==> src/rtl/zapper_pkg.sv <==
// Shared definitions for the zapper light-gun shot sequencer: FSM state
// encoding, command/status bit positions, default register address and
// debounce length, plus the status-word packing helper.
package zapper_pkg;

    typedef enum logic [2:0] {
        ST_IDLE    = 3'd0,
        ST_WAIT_VS = 3'd1,
        ST_BLANK   = 3'd2,
        ST_TARGET  = 3'd3,
        ST_DONE    = 3'd4
    } state_t;

    // Command word bit positions
    localparam int CMD_ARM    = 0;
    localparam int CMD_CLEAR  = 1;
    localparam int CMD_SWTRIG = 2;

    // Status word bit positions
    localparam int STAT_DONE    = 0;
    localparam int STAT_HIT     = 1;
    localparam int STAT_FAULT   = 2;
    localparam int STAT_ARM     = 3;
    localparam int STAT_CNT_LSB = 4;

    localparam logic [15:0] DEFAULT_CMD_ADDR   = 16'hBFFC;
    localparam logic [15:0] DEFAULT_DEB_CYCLES = 16'd50000;

    // Low byte of the status word; upper bits are always zero.
    function automatic logic [7:0] pack_status(input logic [3:0] cnt,
                                               input logic       arm,
                                               input logic       fault,
                                               input logic       hit,
                                               input logic       done);
        logic [7:0] s;
        s                       = '0;
        s[STAT_DONE]            = done;
        s[STAT_HIT]             = hit;
        s[STAT_FAULT]           = fault;
        s[STAT_ARM]             = arm;
        s[STAT_CNT_LSB +: 4]    = cnt;
        return s;
    endfunction

endpackage

==> src/rtl/zapper_sync.sv <==
// Trigger conditioning: 2-FF synchronizer followed by a rising-edge pulse.
// With ZAPPER_DEBOUNCE_EN defined, the pulse is only produced once the
// synchronized level has been stable high for DEB_CYCLES clocks, and the
// filtered level must then be stable low for DEB_CYCLES before re-arming.
module zapper_sync
    import zapper_pkg::*;
#(
    parameter logic [15:0] DEB_CYCLES = DEFAULT_DEB_CYCLES
) (
    input  logic clk,
    input  logic reset,
    input  logic i_async,
    output logic o_rise
);

    logic r_meta;
    logic r_sync;

    // Two-stage synchronizer for the asynchronous input
    always_ff @(posedge clk) begin
        if (!reset) begin
            r_meta <= 1'b0;
            r_sync <= 1'b0;
        end else begin
            r_meta <= i_async;
            r_sync <= r_meta;
        end
    end

`ifdef ZAPPER_DEBOUNCE_EN
    logic        r_deb;
    logic [15:0] r_debCnt;
    logic        w_debDone;

    assign w_debDone = (r_debCnt == (DEB_CYCLES - 16'd1));

    // Filtered level follows the synced level only after a full stable run
    always_ff @(posedge clk) begin
        if (!reset) begin
            r_deb    <= 1'b0;
            r_debCnt <= '0;
        end else if (r_sync == r_deb) begin
            r_debCnt <= '0;
        end else if (w_debDone) begin
            r_deb    <= r_sync;
            r_debCnt <= '0;
        end else begin
            r_debCnt <= r_debCnt + 16'd1;
        end
    end

    assign o_rise = w_debDone & r_sync & ~r_deb;
`else
    logic r_prev;

    // Previous synced level, used for raw rising-edge detection
    always_ff @(posedge clk) begin
        if (!reset) begin
            r_prev <= 1'b0;
        end else begin
            r_prev <= r_sync;
        end
    end

    assign o_rise = r_sync & ~r_prev;
`endif

endmodule

==> src/rtl/zapper_shot_ctrl.sv <==
// Zapper shot sequencer. The CPU arms the block through the command
// register (or fires it directly with SWTRIG); a trigger edge then blanks
// one video frame and shows the target for the next, sampling the
// photodiode in each. Results are latched in a registered status word.
// Optional trigger debounce is enabled by defining ZAPPER_DEBOUNCE_EN.
module zapper_shot_ctrl
    import zapper_pkg::*;
#(
    parameter int                       WIDTH         = 16,
    parameter int                       RAM_ADDR_BITS = 16,
    parameter logic [RAM_ADDR_BITS-1:0] CMD_ADDR      = RAM_ADDR_BITS'(DEFAULT_CMD_ADDR),
    parameter logic [15:0]              DEB_CYCLES    = DEFAULT_DEB_CYCLES
) (
    input  logic                     clk,
    input  logic                     reset,
    input  logic                     memwrite,
    input  logic [RAM_ADDR_BITS-1:0] adr,
    input  logic [WIDTH-1:0]         writedata,
    input  logic                     trigger_in,
    input  logic                     detect_in,
    input  logic                     vsync_pulse,
    output logic                     blank_screen,
    output logic                     show_target,
    output logic                     busy,
    output logic [WIDTH-1:0]         status
);

    state_t     r_state;
    logic       r_arm;
    logic       r_done;
    logic       r_hit;
    logic       r_fault;
    logic [3:0] r_shotCnt;
    logic       r_blank;
    logic       r_show;
    logic       r_busy;
    logic [WIDTH-1:0] r_status;
    logic       r_detMeta;
    logic       r_detSync;

    logic w_trigRise;
    logic w_cmdWr;
    logic w_start;

    zapper_sync #(
        .DEB_CYCLES (DEB_CYCLES)
    ) u_trigSync (
        .clk     (clk),
        .reset   (reset),
        .i_async (trigger_in),
        .o_rise  (w_trigRise)
    );

    assign w_cmdWr = memwrite && (adr == CMD_ADDR);
    assign w_start = (w_trigRise && r_arm) || (w_cmdWr && writedata[CMD_SWTRIG]);

    // Photodiode synchronizer; only the level is needed, no edge
    always_ff @(posedge clk) begin
        if (!reset) begin
            r_detMeta <= 1'b0;
            r_detSync <= 1'b0;
        end else begin
            r_detMeta <= detect_in;
            r_detSync <= r_detMeta;
        end
    end

    // Command decode and shot sequence; state transitions override commands
    always_ff @(posedge clk) begin
        if (!reset) begin
            r_state   <= ST_IDLE;
            r_arm     <= 1'b0;
            r_done    <= 1'b0;
            r_hit     <= 1'b0;
            r_fault   <= 1'b0;
            r_shotCnt <= '0;
            r_blank   <= 1'b0;
            r_show    <= 1'b0;
            r_busy    <= 1'b0;
        end else begin
            if (w_cmdWr && writedata[CMD_ARM]) begin
                r_arm <= 1'b1;
            end
            if (w_cmdWr && writedata[CMD_CLEAR]) begin
                r_done <= 1'b0;
                if (r_state == ST_IDLE) begin
                    r_hit   <= 1'b0;
                    r_fault <= 1'b0;
                end
            end

            case (r_state)
                ST_IDLE: begin
                    if (w_start) begin
                        r_state <= ST_WAIT_VS;
                        r_hit   <= 1'b0;
                        r_fault <= 1'b0;
                        r_busy  <= 1'b1;
                    end
                end
                ST_WAIT_VS: begin
                    if (vsync_pulse) begin
                        r_state <= ST_BLANK;
                        r_blank <= 1'b1;
                    end
                end
                ST_BLANK: begin
                    if (r_detSync) begin
                        r_fault <= 1'b1;
                    end
                    if (vsync_pulse) begin
                        r_state <= ST_TARGET;
                        r_blank <= 1'b0;
                        r_show  <= 1'b1;
                    end
                end
                ST_TARGET: begin
                    if (r_detSync) begin
                        r_hit <= 1'b1;
                    end
                    if (vsync_pulse) begin
                        r_state   <= ST_DONE;
                        r_show    <= 1'b0;
                        r_busy    <= 1'b0;
                        r_done    <= 1'b1;
                        r_arm     <= 1'b0;
                        r_shotCnt <= r_shotCnt + 4'd1;
                    end
                end
                ST_DONE: begin
                    r_state <= ST_IDLE;
                end
                default: begin
                    r_state <= ST_IDLE;
                    r_blank <= 1'b0;
                    r_show  <= 1'b0;
                    r_busy  <= 1'b0;
                end
            endcase
        end
    end

    // Status word trails the flag registers by one clock
    always_ff @(posedge clk) begin
        if (!reset) begin
            r_status <= '0;
        end else begin
            r_status <= WIDTH'(pack_status(r_shotCnt, r_arm, r_fault, r_hit, r_done));
        end
    end

    assign blank_screen = r_blank;
    assign show_target  = r_show;
    assign busy         = r_busy;
    assign status       = r_status;

endmodule
==> config.mk <==
export PLATFORM = sky130hd
export DESIGN_NAME = zapper_shot_ctrl
export DESIGN_NICKNAME = d
export VERILOG_FILES = /design/src/rtl/zapper_pkg.sv /design/src/rtl/zapper_sync.sv /design/src/rtl/zapper_shot_ctrl.sv
export SDC_FILE = /design/constraint.sdc
export NUM_CORES = 1
export LEC_CHECK = 0
export ABC_AREA = 1
export CORE_UTILIZATION = 40
export CTS_CLUSTER_SIZE = 24
export DETAILED_ROUTE_END_ITERATION = 10
export GPL_TIMING_DRIVEN = 0
export PLACE_DENSITY = 0.76
export RECOVER_POWER = 25
export SLEW_MARGIN = 40
export SYNTH_ARGS = -nofsm -noshare
export SYNTH_HDL_FRONTEND = slang
export SYNTH_HIERARCHICAL = 1
export SYNTH_SLANG_ARGS = --single-unit
==> constraint.sdc <==
create_clock -name clk -period 1.58 [get_ports clk]
set_input_delay 0.316 -clock clk [delete_from_list [all_inputs] [get_ports clk]]
set_output_delay 0.316 -clock clk [all_outputs]
set_load 0.03 [all_outputs]
Word-level counts from Yosys, hierarchy flattened
Cells that the tools add are included.
W data, S select, Z words.
{"block": "totals", "out_inout_bits": 19, "word_cells": 73, "input_bits": 38, "register_bits": 35}
{"block": "op_classes", "n_addsub": 1, "bitwise_logic": 5, "n_eq_ne": 9, "reduce_logical": 15, "mux": 27}
{"cell": "$mux W1", "n": 17}
{"cell": "$eq A16 B16 Y1 const B", "n": 1}
{"cell": "$mux W3", "n": 4}
{"cell": "$pmux W3 S4", "n": 1}
{"cell": "$pmux W1 S3", "n": 3}
{"cell": "$reduce_and A3 Y1", "n": 3}
{"cell": "$reduce_or A3 Y1", "n": 3}
{"cell": "$ne A2 B2 Y1 const B", "n": 4}
{"cell": "$eq A3 B2 Y1 const B", "n": 2}
{"cell": "$logic_and A1 B1 Y1", "n": 5}
{"cell": "$add A4 B1 Y4 const B", "n": 1}
{"cell": "$not A1 Y1", "n": 4}
{"cell": "$pmux W1 S2", "n": 2}
{"cell": "$reduce_and A4 Y1", "n": 1}
{"cell": "$eq A3 B1 Y1 const B", "n": 1}
{"cell": "$eq A3 B3 Y1 const B", "n": 1}
{"cell": "$logic_not A3 Y1", "n": 1}
{"cell": "$reduce_and A2 Y1", "n": 1}
{"cell": "$and A1 B1 Y1", "n": 1}
{"cell": "$logic_or A1 B1 Y1", "n": 1}

Depth between registers and ports, before layout
Gate-level depths: netlist (run 1).
{"block": "depth", "word_depth": 6, "depth_mapped": 10, "ltp_nobuf": 10}

Cells and area by module
Netlist (run 1), hierarchy kept.
{"mod": "zapper_shot_ctrl", "cells_per_inst": 145, "area_per_inst_um2": 1094.8, "instances": 1}
{"mod": "zapper_sync", "cells_per_inst": 11, "area_per_inst_um2": 92.6, "instances": 1}

Least setup slack after synthesis (run 1)
Ideal clock, no wire load.
{"block": "synth_timing", "kind": "reg2reg", "start": "register r_state[1]", "end": "register r_state[1]", "path_stages_with_launch": 11, "required_ps": 1467, "setup_time_ps": 113, "setup_slack_ps": 467, "t_arrival_ps": 1000, "path_cell_list": "dfxtp_1 > inv_2 > nand2_4 > nor2_4 > inv_2 > a21oi_2 > nand2_2 > nand2_2 > nand2_1 > nand2_1 > nor2_1"}
{"block": "synth_between", "elab_chain_len": 3, "word_cells_on_any_way": 10}
{"item": "start: declaration", "line_no": "zapper_shot_ctrl.sv:28", "text": "state_t r_state;"}
{"item": "start signal: assignment", "line_no": "zapper_shot_ctrl.sv:71", "text": "r_state <= ST_IDLE;"}
{"item": "start signal: assignment", "line_no": "zapper_shot_ctrl.sv:95", "text": "r_state <= ST_WAIT_VS;"}
{"item": "start signal: assignment", "line_no": "zapper_shot_ctrl.sv:103", "text": "r_state <= ST_BLANK;"}
{"item": "$eq A3 B1 Y1 (tied with other cells)", "line_no": "zapper_shot_ctrl.sv:92", "text": "case (r_state)"}
{"item": "$ne A2 B2 Y1 (no source line)"}
{"item": "$reduce_and A4 Y1 (no source line)"}
Several ways; a longest one is shown, not always the timed one.
A chain may end at the register's enable or synchronous reset.

Worst setup path in the final report (run 1)
{"block": "layout_timing", "start": "register r_blank, in the netlist blank_screen", "end": "output blank_screen"}
{"item": "start: declaration", "line_no": "zapper_shot_ctrl.sv:34", "text": "logic r_blank;"}
{"item": "start signal: assignment", "line_no": "zapper_shot_ctrl.sv:77", "text": "r_blank <= 1'b0;"}
{"item": "start signal: assignment", "line_no": "zapper_shot_ctrl.sv:104", "text": "r_blank <= 1'b1;"}
{"item": "start signal: assignment", "line_no": "zapper_shot_ctrl.sv:113", "text": "r_blank <= 1'b0;"}
{"item": "end: declaration", "line_no": "zapper_shot_ctrl.sv:22", "text": "output logic blank_screen,"}
No word-level cell between the ends.

==> results of run 1 <==
-- worst max-delay path by stage --
stage / startpoint / endpoint / slack, ns / depth (start not counted)
6_report: blank_screen / blank_screen / 0.18 / 1
3_3_place_gp: adr[5] / r_fault / -0.09 / 6
4_1_cts: blank_screen / blank_screen / 0.15 / 1
5_1_grt: reset / r_state[1] / 0.07 / 5
2_1_floorplan: r_state[1] / r_state[1] / 0.47 / 10
3_5_place_dp: adr[5] / r_fault / -0.13 / 6
-- cells by family after synthesis --
logic type               synth area share, %
AO/OA/AOI/OAI                           5.69
AND/OR/NAND/NOR                         32.7
buffers and inverters                   14.0
XOR/XNOR                               0.738
flip-flops                              45.5
other                                  0.316
adder cells (fa/ha/maj)                 1.05
-- placed cells by master, fill, tap and decap left out, types with 2 or more instances in the layout --
cell	n
inv_2	3
dlygate4sd2_1	11
nand3b_1	2
a21oi_2	2
nor3_1	2
a21oi_1	4
dfxtp_1	27
clkbuf_4	3
nand3_1	5
nor2_1	13
clkdlybuf4s50_1	23
a31oi_1	2
nand2_1	42
nor2_4	3
conb_1	8
inv_1	21
nand3_2	2
buf_4	8
nor2_2	3
nand2_2	4
-- routing by layer --
| layer | track usage (%) | share of wire (%) | vias up | wire length (µm) |
|---|---|---|---|---|
| met5 | 0 | 0 | - | 0 |
| met4 | 7.32 | 2.4 | 0 | 55 |
| met3 | 5.07 | 4.3 | 8 | 98 |
| met2 | 27.2 | 51 | 25 | 1160 |
| met1 | 17.8 | 43 | 469 | 973 |
| li1 | - | - | 547 | - |
-- power breakdown --
group	total [mW]	leakage [nW]	internal [mW]	switching, mW
clock network	0.316	0.0183	0.103	0.212
registers	0.792	0.219	0.742	0.0500
logic	0.681	0.610	0.253	0.428
-- area by class of cell --
class	instances	area (µm²)
Fill cell	264	1160
Buffer	10	68.8
Clock buffer	3	22.5
Timing Repair Buffer	35	337
Tap cell	31	38.8
Sequential cell	27	541
Multi-Input combinational cell	101	507
Inverter	25	96.3
Clock inverter	1	8.76
-- metrics by stage --
stage	setup slack, ns	instance area, µm²
CTS	0.153	1620
floorplan	0.467	1210
finish	0.175	1620
global placement	-0.0936	1600
global route	0.0718	1620
detailed placement	-0.129	1600
-- what timing repair did --
action | in CTS | in global routing
gates resized for setup | 11 | 0
setup endpoints to repair | 11 | 0
hold buffers | 0 | 0
==> impl_results.md, run 1 <==
- Status: completed
- Final Hold Fails: 0
- Reg2Reg Launch Point: r_state[1]
- DP Wirelength: 1840 µm
- Post-synth top area share: 45.5%
- Worst-path fanout max: 2
- Total gr overflow: 0
- Critical R2R Capture: r_state[1]
- Yosys top cell by area: dfxtp_1
- Area Overhead vs Synth: 36.4%
- Leak: 0.847 nW
- Number of flip-flops in the largest register: 8
- Starting Density: 42.7%
- Syn_area_per_cell: 7.61 µm²
- Worst EP required: 1.26 ns
- Buf/Inv on CP: 1
- Library cells used by synthesis: 28
- DIE AREA: 0.00319 mm²
- Slowest Stage Delay on Critical Path: 0.40 ns
- Synth warnings: 6
- CP delay by family, top: buffers and inverters
- Worst IR drop on VDD: 0.901 mV
- Synth area leaders: dfxtp_1 (46%), nand2_1 (13%), inv_1 (6.6%)
- Clk buf depth: 2
- Synthesized cell area: 0.00119 mm²
- Max Slew Vio Count: 0
- RePlAce Congestion: 0.835
- Synth cell count leaders: nand2_1 (42), dfxtp_1 (27), inv_1 (21)
- Chip height: 56.5 µm
- Die span in x: 56.5 µm
- Final Setup Violations: 0
- Routed len/inst: 9.80 µm
- Arrival time worst endpoint: 1.09 ns
- Clk slew on worst S/H paths: 0.14 ns
- Gr usage total: 15.9%
- Post-synth EDFFs: 0
- Proportion of layout cells with a drive suffix above 1: 16.3%
- Clk sinks: 27
- Total core area: 0.00278 mm²
- Pwr Total: 1.79 mW
- Num ports: 57
- CP Cell Sequence: dlygate4sd2_1
- R2r setup slk: 0.29 ns
- Pre-antenna DRT Iters: 4
- Worst-Skew Late Latency: 0.33 ns
- Crit path launch type: flip-flop
- NumNets Final: 242
- IO Port Bufs: 35
- Critical path's slowest cell: dlygate4sd2_1
- Routed WL: 2280 µm
- Row count: 19
- R2r worst-path depth: 10
- Pin count of the biggest net entering global routing: 18
- Fin Setup TNS: 0 ns
- DR vias: 1,049
- Residual DRC: 0
- Initial antenna violation count: 0
- Setup crit end kind: primary output
- Most instantiated library cell after synthesis: nand2_1
- Post-synthesis cell count: 156
- Final critical-path share of the clock period: 88.9%
- Htree depth: 1
- Max Clock Skew: 0.00651 ns
- Avg Vias per Cell: 4.50
- Max-Cap Viols: 0
- Vias in the first global route: 993
- Hold WC Path Type: flip-flop to flip-flop
- Detailed Route Iter0 Violations: 16
- Min-delay src: u_trigSync/r_meta
- # diodes: 0
- Clk root buf: clkbuf_4
- Crit path kind: flip-flop to primary output
- Placed insts: 229
- Final Critical Period: 1.40 ns
- Global-route wire length before repair: 3970 µm
- Hold endpoint: u_trigSync/r_sync
- Antenna viol nets, final: 0
- Seq/Total Area, Yosys: 45.5%
- Min-Delay Path Depth: 2
- WHS: 0.419 ns
- Post-Layout Cell Count: 233
- CTS buffer count: 3
- Max Clock Freq: 0.712 GHz
- Power Density: 1100 mW/mm²
- CTS tree: built
- Final design utilization: 58.2%
- Synthesized flop and latch total: 27
- Post-synth ARST share: 0%
- # Post-CTS Setup Buffers: 0
- RSZ-0062 raised after global routing: no
- Synth Flop Type: dfxtp_1
No activity file was read; power rests on OpenSTA's default activity.
==> run 2: changes to the inputs <==
--- a/config.mk
+++ b/config.mk
@@ -5,8 +5,8 @@
 export SDC_FILE = /design/constraint.sdc
 export NUM_CORES = 1
 export LEC_CHECK = 0
-export ABC_AREA = 1
-export CORE_UTILIZATION = 40
+export CORE_MARGIN = 8
+export CORE_UTILIZATION = 39
 export CTS_CLUSTER_SIZE = 24
 export DETAILED_ROUTE_END_ITERATION = 10
 export GPL_TIMING_DRIVEN = 0
==> impl_results.md, run 2 <==
- Status: completed
- WHS: 0.445 ns (+0.0258 ns)
- NumNets Final: 207 (-14%)
- Most frequent cells in the layout: dfxtp_1 (27), clkdlybuf4s50_1 (23), and2_1 (11), dlygate4sd2_1 (11)
- Seq/Total Area, Yosys: 48.7% (+3.2 points)
- Pwr Total: 1.11 mW (-38%)
- DP Wirelength: 2010 µm (+9.4%)
- Library cells used by synthesis: 30 (+7.1%)
- Arrival time worst endpoint: 1.80 ns (+0.71 ns)
- Antenna viol nets, final: 0 (unchanged)
- Detailed Route Iter0 Violations: 37 (+21)
- Htree depth: 1 (unchanged)
- Avg Vias per Cell: 4.93 (+9.5%)
- Proportion of layout cells with a drive suffix above 1: 10.8% (-5.6 points)
- Final Hold Fails: 0 (unchanged)
- Gr usage total: 10.2% (-5.7 points)
- Synth warnings: 6 (unchanged)
- Routed WL: 2650 µm (+16%)
- Starting Density: 40.6% (-2.1 points)
- Post-Layout Cell Count: 198 (-15%)
- Worst IR drop on VDD: 0.528 mV (-41%)
- Max Clock Skew: 0.0107 ns (+0.00418 ns)
- Synth cell count leaders: dfxtp_1 (27), and2_1 (13), nand2_1 (9)
- Final critical-path share of the clock period: 97.5% (+8.6 points)
- Synth area leaders: dfxtp_1 (49%), and2_1 (7.3%), buf_4 (5.4%)
- Leak: 0.694 nW (-18%)
- Worst-path fanout max: 7 (+5)
- Max Slew Vio Count: 0 (unchanged)
- Final Setup Violations: 0 (unchanged)
- Max Clock Freq: 0.649 GHz (-8.8%)
- Fin Setup TNS: 0 ns (unchanged)
- DIE AREA: 0.00481 mm² (+51%)
- Num ports: 57 (unchanged)
- IO Port Bufs: 35 (unchanged)
- RSZ-0062 raised after global routing: no
- Clk slew on worst S/H paths: 0.14 ns (about the same)
- Hold WC Path Type: flip-flop to flip-flop
- Clk buf depth: 2 (unchanged)
- Routed len/inst: 13.4 µm (+37%)
- Yosys top cell by area: dfxtp_1
- Final Critical Period: 1.54 ns (+0.136 ns)
- Worst EP required: 1.84 ns (+0.58 ns)
- DR vias: 976 (-7.0%)
- Crit path launch type: input port
- Area Overhead vs Synth: 40.1%
- # diodes: 0 (unchanged)
- Post-synth top area share: 48.7% (+3.2 points)
- Post-synth EDFFs: 0 (unchanged)
- Post-synth ARST share: 0% (unchanged)
- Clk sinks: 27 (unchanged)
- Global-route wire length before repair: 4280 µm (+7.8%)
- Chip height: 69.3 µm (+23%)
- Syn_area_per_cell: 9.17 µm² (+21%)
- Synthesized flop and latch total: 27 (unchanged)
- Placed insts: 194 (-15%)
- Die span in x: 69.3 µm (+23%)
- CTS buffer count: 3 (unchanged)
- Pre-antenna DRT Iters: 4 (unchanged)
- Power Density: 711 mW/mm² (-36%)
- Commonest non-fill, non-tap cell in the layout: dfxtp_1
- Total gr overflow: 0 (unchanged)
- Synthesized cell area: 0.00111 mm² (-6.5%)
- Max-Cap Viols: 0 (unchanged)
- Clk root buf: clkbuf_4
- Row count: 19 (unchanged)
- CTS tree: built
- Synth Flop Type: dfxtp_1
- Residual DRC: 0 (unchanged)
- Pin count of the biggest net entering global routing: 15 (-3)
- Vias in the first global route: 1,016 (+2.3%)
- Crit path kind: input port to flip-flop
- Post-synthesis cell count: 121 (-22%)
- Worst-Skew Late Latency: 0.32 ns (about the same)
- Number of flip-flops in the largest register: 8 (unchanged)
- Worst setup margin: 0.0395 ns (-0.136 ns)
- Cts hold-fix bufs: 0 (unchanged)
- Most instantiated library cell after synthesis: dfxtp_1
- Total core area: 0.00273 mm² (-1.7%)
- RePlAce Congestion: 0.823 (-1.4%)
- Pre-CTS setup slack: -0.405 ns (-0.275 ns)
- Setup crit end kind: flip-flop
- Initial antenna violation count: 0 (unchanged)
-- run 2: cell count changes in the layout (fill, tap and decap cells not counted), sizes merged, moves of 3 or more --
cell	previous run	this run
nand2	47	9
nor2	19	8
o31ai	0	5
inv	26	6
nand3	7	3
nand4	1	5
or3	0	3
and2	0	13
-- run 2: repair_timing --
action | CTS | global route
cloned | 0 | 0
setup endpoints to repair | 13 | 4
resized for setup | 12 | 2
buffers inserted | 0 | 1
pin swaps | 1 | 2
-- run 2: cell type report --
class / instances / area, µm²
buffer: 12 / 77.6
clock buffer: 4 / 26.3
fill: 242 / 1180
inverter: 6 / 22.5
multi-input combinational: 82 / 505
sequential: 27 / 541
tap: 31 / 38.8
timing repair buffer: 36 / 344
-- run 2: through the flow --
stage	util, %	cell area, µm²
final	56.9	1560
after global routing	56.9	1560
after CTS	56.2	1540
after detailed placement	55.8	1530
after global placement	55.8	1530
after floorplan	-	1140
-- run 2: power breakdown --
group          switching, mW  internal, mW
Combinational         0.0555        0.0738
Sequential           0.00178         0.686
Clock                  0.190        0.0987
Total                  0.247         0.859
-- run 2: worst paths after layout --
| path | startpoint | end | slack, ns | cells after the start |
|---|---|---|---|---|
| worst min register to register | u_trigSync/r_meta | u_trigSync/r_sync | 0.45 | 1 |
| worst min-delay path | u_trigSync/r_meta | u_trigSync/r_sync | 0.45 | 1 |
| worst max register to register | r_state[1] | r_shotCnt[1] | 0.18 | 5 |
| worst max-delay path | adr[6] | busy | 0.04 | 5 |
-- run 2: logic make-up (layout without fill, tap and decap cells) --
family	after synthesis	after routing	synth area share, %
and+or+nand+nor	50	50	25.3
DFF	27	27	48.7
AOI/OAI and AO/OA	19	19	12.0
buffers and inverters	19	58	9.47
xor gates and xnor gates	4	4	3.16
adders and majority gates	1	1	1.13
other	1	8	0.338
-- run 2: routing by layer --
layer | vias to the layer above | wire [µm] | global-route usage (%) | part of all wire, %
met5 | - | 0 | 0 | 0
met4 | 0 | 44 | 5.01 | 1.7
met3 | 4 | 170 | 3.00 | 6.4
met2 | 35 | 1360 | 18.2 | 51
met1 | 447 | 1080 | 10.6 | 41
li1 | 490 | - | - | -
-- run 2: critical path: stages --
cell,delay [ns]
clkdlybuf4s50_1,0.47
nand3_1,0.08
or3_4,0.41
or3_1,0.39
a31oi_1,0.14
==> run 3: changes to the inputs <==
--- a/config.mk
+++ b/config.mk
@@ -10,7 +10,7 @@
 export CTS_CLUSTER_SIZE = 24
 export DETAILED_ROUTE_END_ITERATION = 10
 export GPL_TIMING_DRIVEN = 0
-export PLACE_DENSITY = 0.76
+export PLACE_DENSITY = 0.79
 export RECOVER_POWER = 25
 export SLEW_MARGIN = 40
 export SYNTH_ARGS = -nofsm -noshare
==> impl_results.md, run 3 (synthesis gave the netlist of run 2 again) <==
- Status: completed
- Detailed Route Iter0 Violations: 57 (+54%)
- GRT met1 Usage: 10.8% (+0.18 points)
- Max Slew Vio Count: 0 (unchanged)
- CP Cell Sequence: clkdlybuf4s50_1 -> nand3_1 -> or3_4 -> or3_4 -> a31oi_2
- Num ports: 57 (unchanged)
- NumNets Final: 209 (+0.97%)
- CP delay by family, top: simple AND/OR/NAND/NOR gates
- DR vias: 966 (-1.0%)
- R2r worst-path depth: 5 (unchanged)
- Clk slew on worst S/H paths: 0.13 ns (about the same)
- Worst-Skew Late Latency: 0.33 ns (about the same)
- Critical path's slowest cell: clkdlybuf4s50_1
- # diodes: 0 (unchanged)
- Proportion of layout cells with a drive suffix above 1: 13.0% (+2.2 points)
- Leak: 0.711 nW (+2.3%)
- Max Clock Skew: 0.00507 ns (-0.00562 ns)
- Final critical-path share of the clock period: 98.4% (+0.94 points)
- Initial antenna violation count: 0 (unchanged)
- Arrival time worst endpoint: 1.81 ns (about the same)
- # fillers: 244 (+0.83%)
- Routed WL: 2560 µm (-3.7%)
- Global-route wire length before repair: 4150 µm (-3.1%)
- Total core area: 0.00273 mm² (unchanged)
- Row count: 19 (unchanged)
- Residual DRC: 0 (unchanged)
- Total gr overflow: 0 (unchanged)
- Htree depth: 1 (unchanged)
- WHS: 0.452 ns (+0.00699 ns)
- Gr usage total: 10.1% (-0.082 points)
- DIE AREA: 0.00481 mm² (unchanged)
- Pre-antenna DRT Iters: 4 (unchanged)
- Routed len/inst: 12.8 µm (-4.6%)
- Placed instance area: 0.00153 mm² (unchanged)
- Antenna viol nets, final: 0 (unchanged)
- Number of flip-flops in the largest register: 8 (unchanged)
- Power Density: 702 mW/mm² (-1.3%)
- Buf/Inv on CP: 1 (unchanged)
- RePlAce Congestion: 0.780 (-5.2%)
- Final Critical Period: 1.56 ns (+0.0149 ns)
- Crit path launch type: input port
- Hold WC Path Type: flip-flop to flip-flop
- Min-Delay Path Depth: 1 (unchanged)
- Clk root buf: clkbuf_4
- Stages on worst setup path: 5 (unchanged)
- Placed insts: 194 (unchanged)
- IO Port Bufs: 35 (unchanged)
- Die span in x: 69.3 µm (unchanged)
- Final Setup Violations: 0 (unchanged)
- DP Wirelength: 1980 µm (-1.5%)
- Max Clock Freq: 0.643 GHz (-0.96%)
- Post-Layout Cell Count: 200 (+1.0%)
- Pin count of the biggest net entering global routing: 16 (+1)
- Crit path kind: input port to flip-flop
- Clk buf depth: 2 (unchanged)
- GRT busiest layer: met2
- Worst-path fanout max: 4 (-3)
- Starting Density: 40.6% (unchanged)
- Final Hold Fails: 0 (unchanged)
- Setup crit end kind: flip-flop
- Worst IR drop on VDD: 0.506 mV (-4.2%)
- Worst EP required: 1.84 ns (about the same)
- Area Overhead vs Synth: 42.7%
- Max-Cap Viols: 0 (unchanged)
- Chip height: 69.3 µm (unchanged)
- Vias in the first global route: 982 (-3.3%)
- CTS buffer count: 3 (unchanged)
- Slowest Stage Delay on Critical Path: 0.45 ns (-0.02 ns)
- Design Area, Final: 0.00158 mm² (+1.9%)
- Most frequent cell on the critical path: or3_4
- Most frequent cells in the layout: dfxtp_1 (27), clkdlybuf4s50_1 (23), and2_1 (12), buf_4 (11), dlygate4sd2_1 (11)
- GRT met3 Usage: 2.72% (-0.29 points)
- Cts hold-fix bufs: 0 (unchanged)
- Commonest non-fill, non-tap cell in the layout: dfxtp_1
- Clk sinks: 27 (unchanged)
- Met2 usage: 17.7% (-0.51 points)
- CTS tree: built
- Fin Setup TNS: 0 ns (unchanged)
- Avg Vias per Cell: 4.83 (-2.0%)
[run 3: power by group]
part	switching (mW)	internal, mW	leakage (nW)	total, mW
sequential	0.00191	0.686	0.218	0.688
clock	0.199	0.0951	0.0177	0.294
combinational	0.0554	0.0740	0.475	0.129
total	0.257	0.855	0.711	1.11
[run 3: final timing paths]
kind                                  from   endpoint  slack [ns]
worst min-delay path             r_detMeta  r_detSync        0.45
worst min register to register   r_detMeta  r_detSync        0.45
worst max register to register  r_state[0]       busy        0.16
worst max-delay path                adr[6]       busy        0.02
[run 3: what timing repair did]
action,CTS,global route
resized for setup,12,4
setup endpoints to repair,12,3
setup buffers,0,3
pin swaps,1,3
[run 3: per-layer routing]
metal  routed length [µm]  up-vias  part of all wire (%)
met5                    0        -                     0
met4                   61        0                   2.4
met3                  127        6                   5.0
met1                 1080      434                    42
met2                 1290       30                    50
li1                     -      496                     -
[run 3: worst reg2reg max path: cells and delay by family (launching register included)]
| kind | cells | cell delay (ns) |
|---|---|---|
| and+or+nand+nor | 3 | 0.69 |
| DFF | 1 | 0.32 |
| AOI/OAI and AO/OA | 1 | 0.18 |
| buffers and inverters | 1 | 0.17 |
[run 3: per-stage QoR]
stage,util (%),power (mW),setup slack (ns)
2_1_floorplan,-,0.763,0.143
3_3_place_gp,55.8,0.828,-0.420
3_5_place_dp,55.8,0.831,-0.431
4_1_cts,56.3,1.12,0.0125
5_1_grt,57.9,1.16,-0.00624
6_report,57.9,1.11,0.0247
[run 3: area by class of cell]
| class | count | area (µm²) | area share, % |
|---|---|---|---|
| multi-input cells | 82 | 518 | 32.7 |
| well taps | 31 | 38.8 | 2.45 |
| clock buffers | 3 | 22.5 | 1.42 |
| repair buffers | 38 | 359 | 22.7 |
| clock inverters | 1 | 5.00 | 0.316 |
| inverters | 6 | 22.5 | 1.42 |
| flip-flops and latches | 27 | 541 | 34.1 |
| plain buffers | 12 | 77.6 | 4.90 |
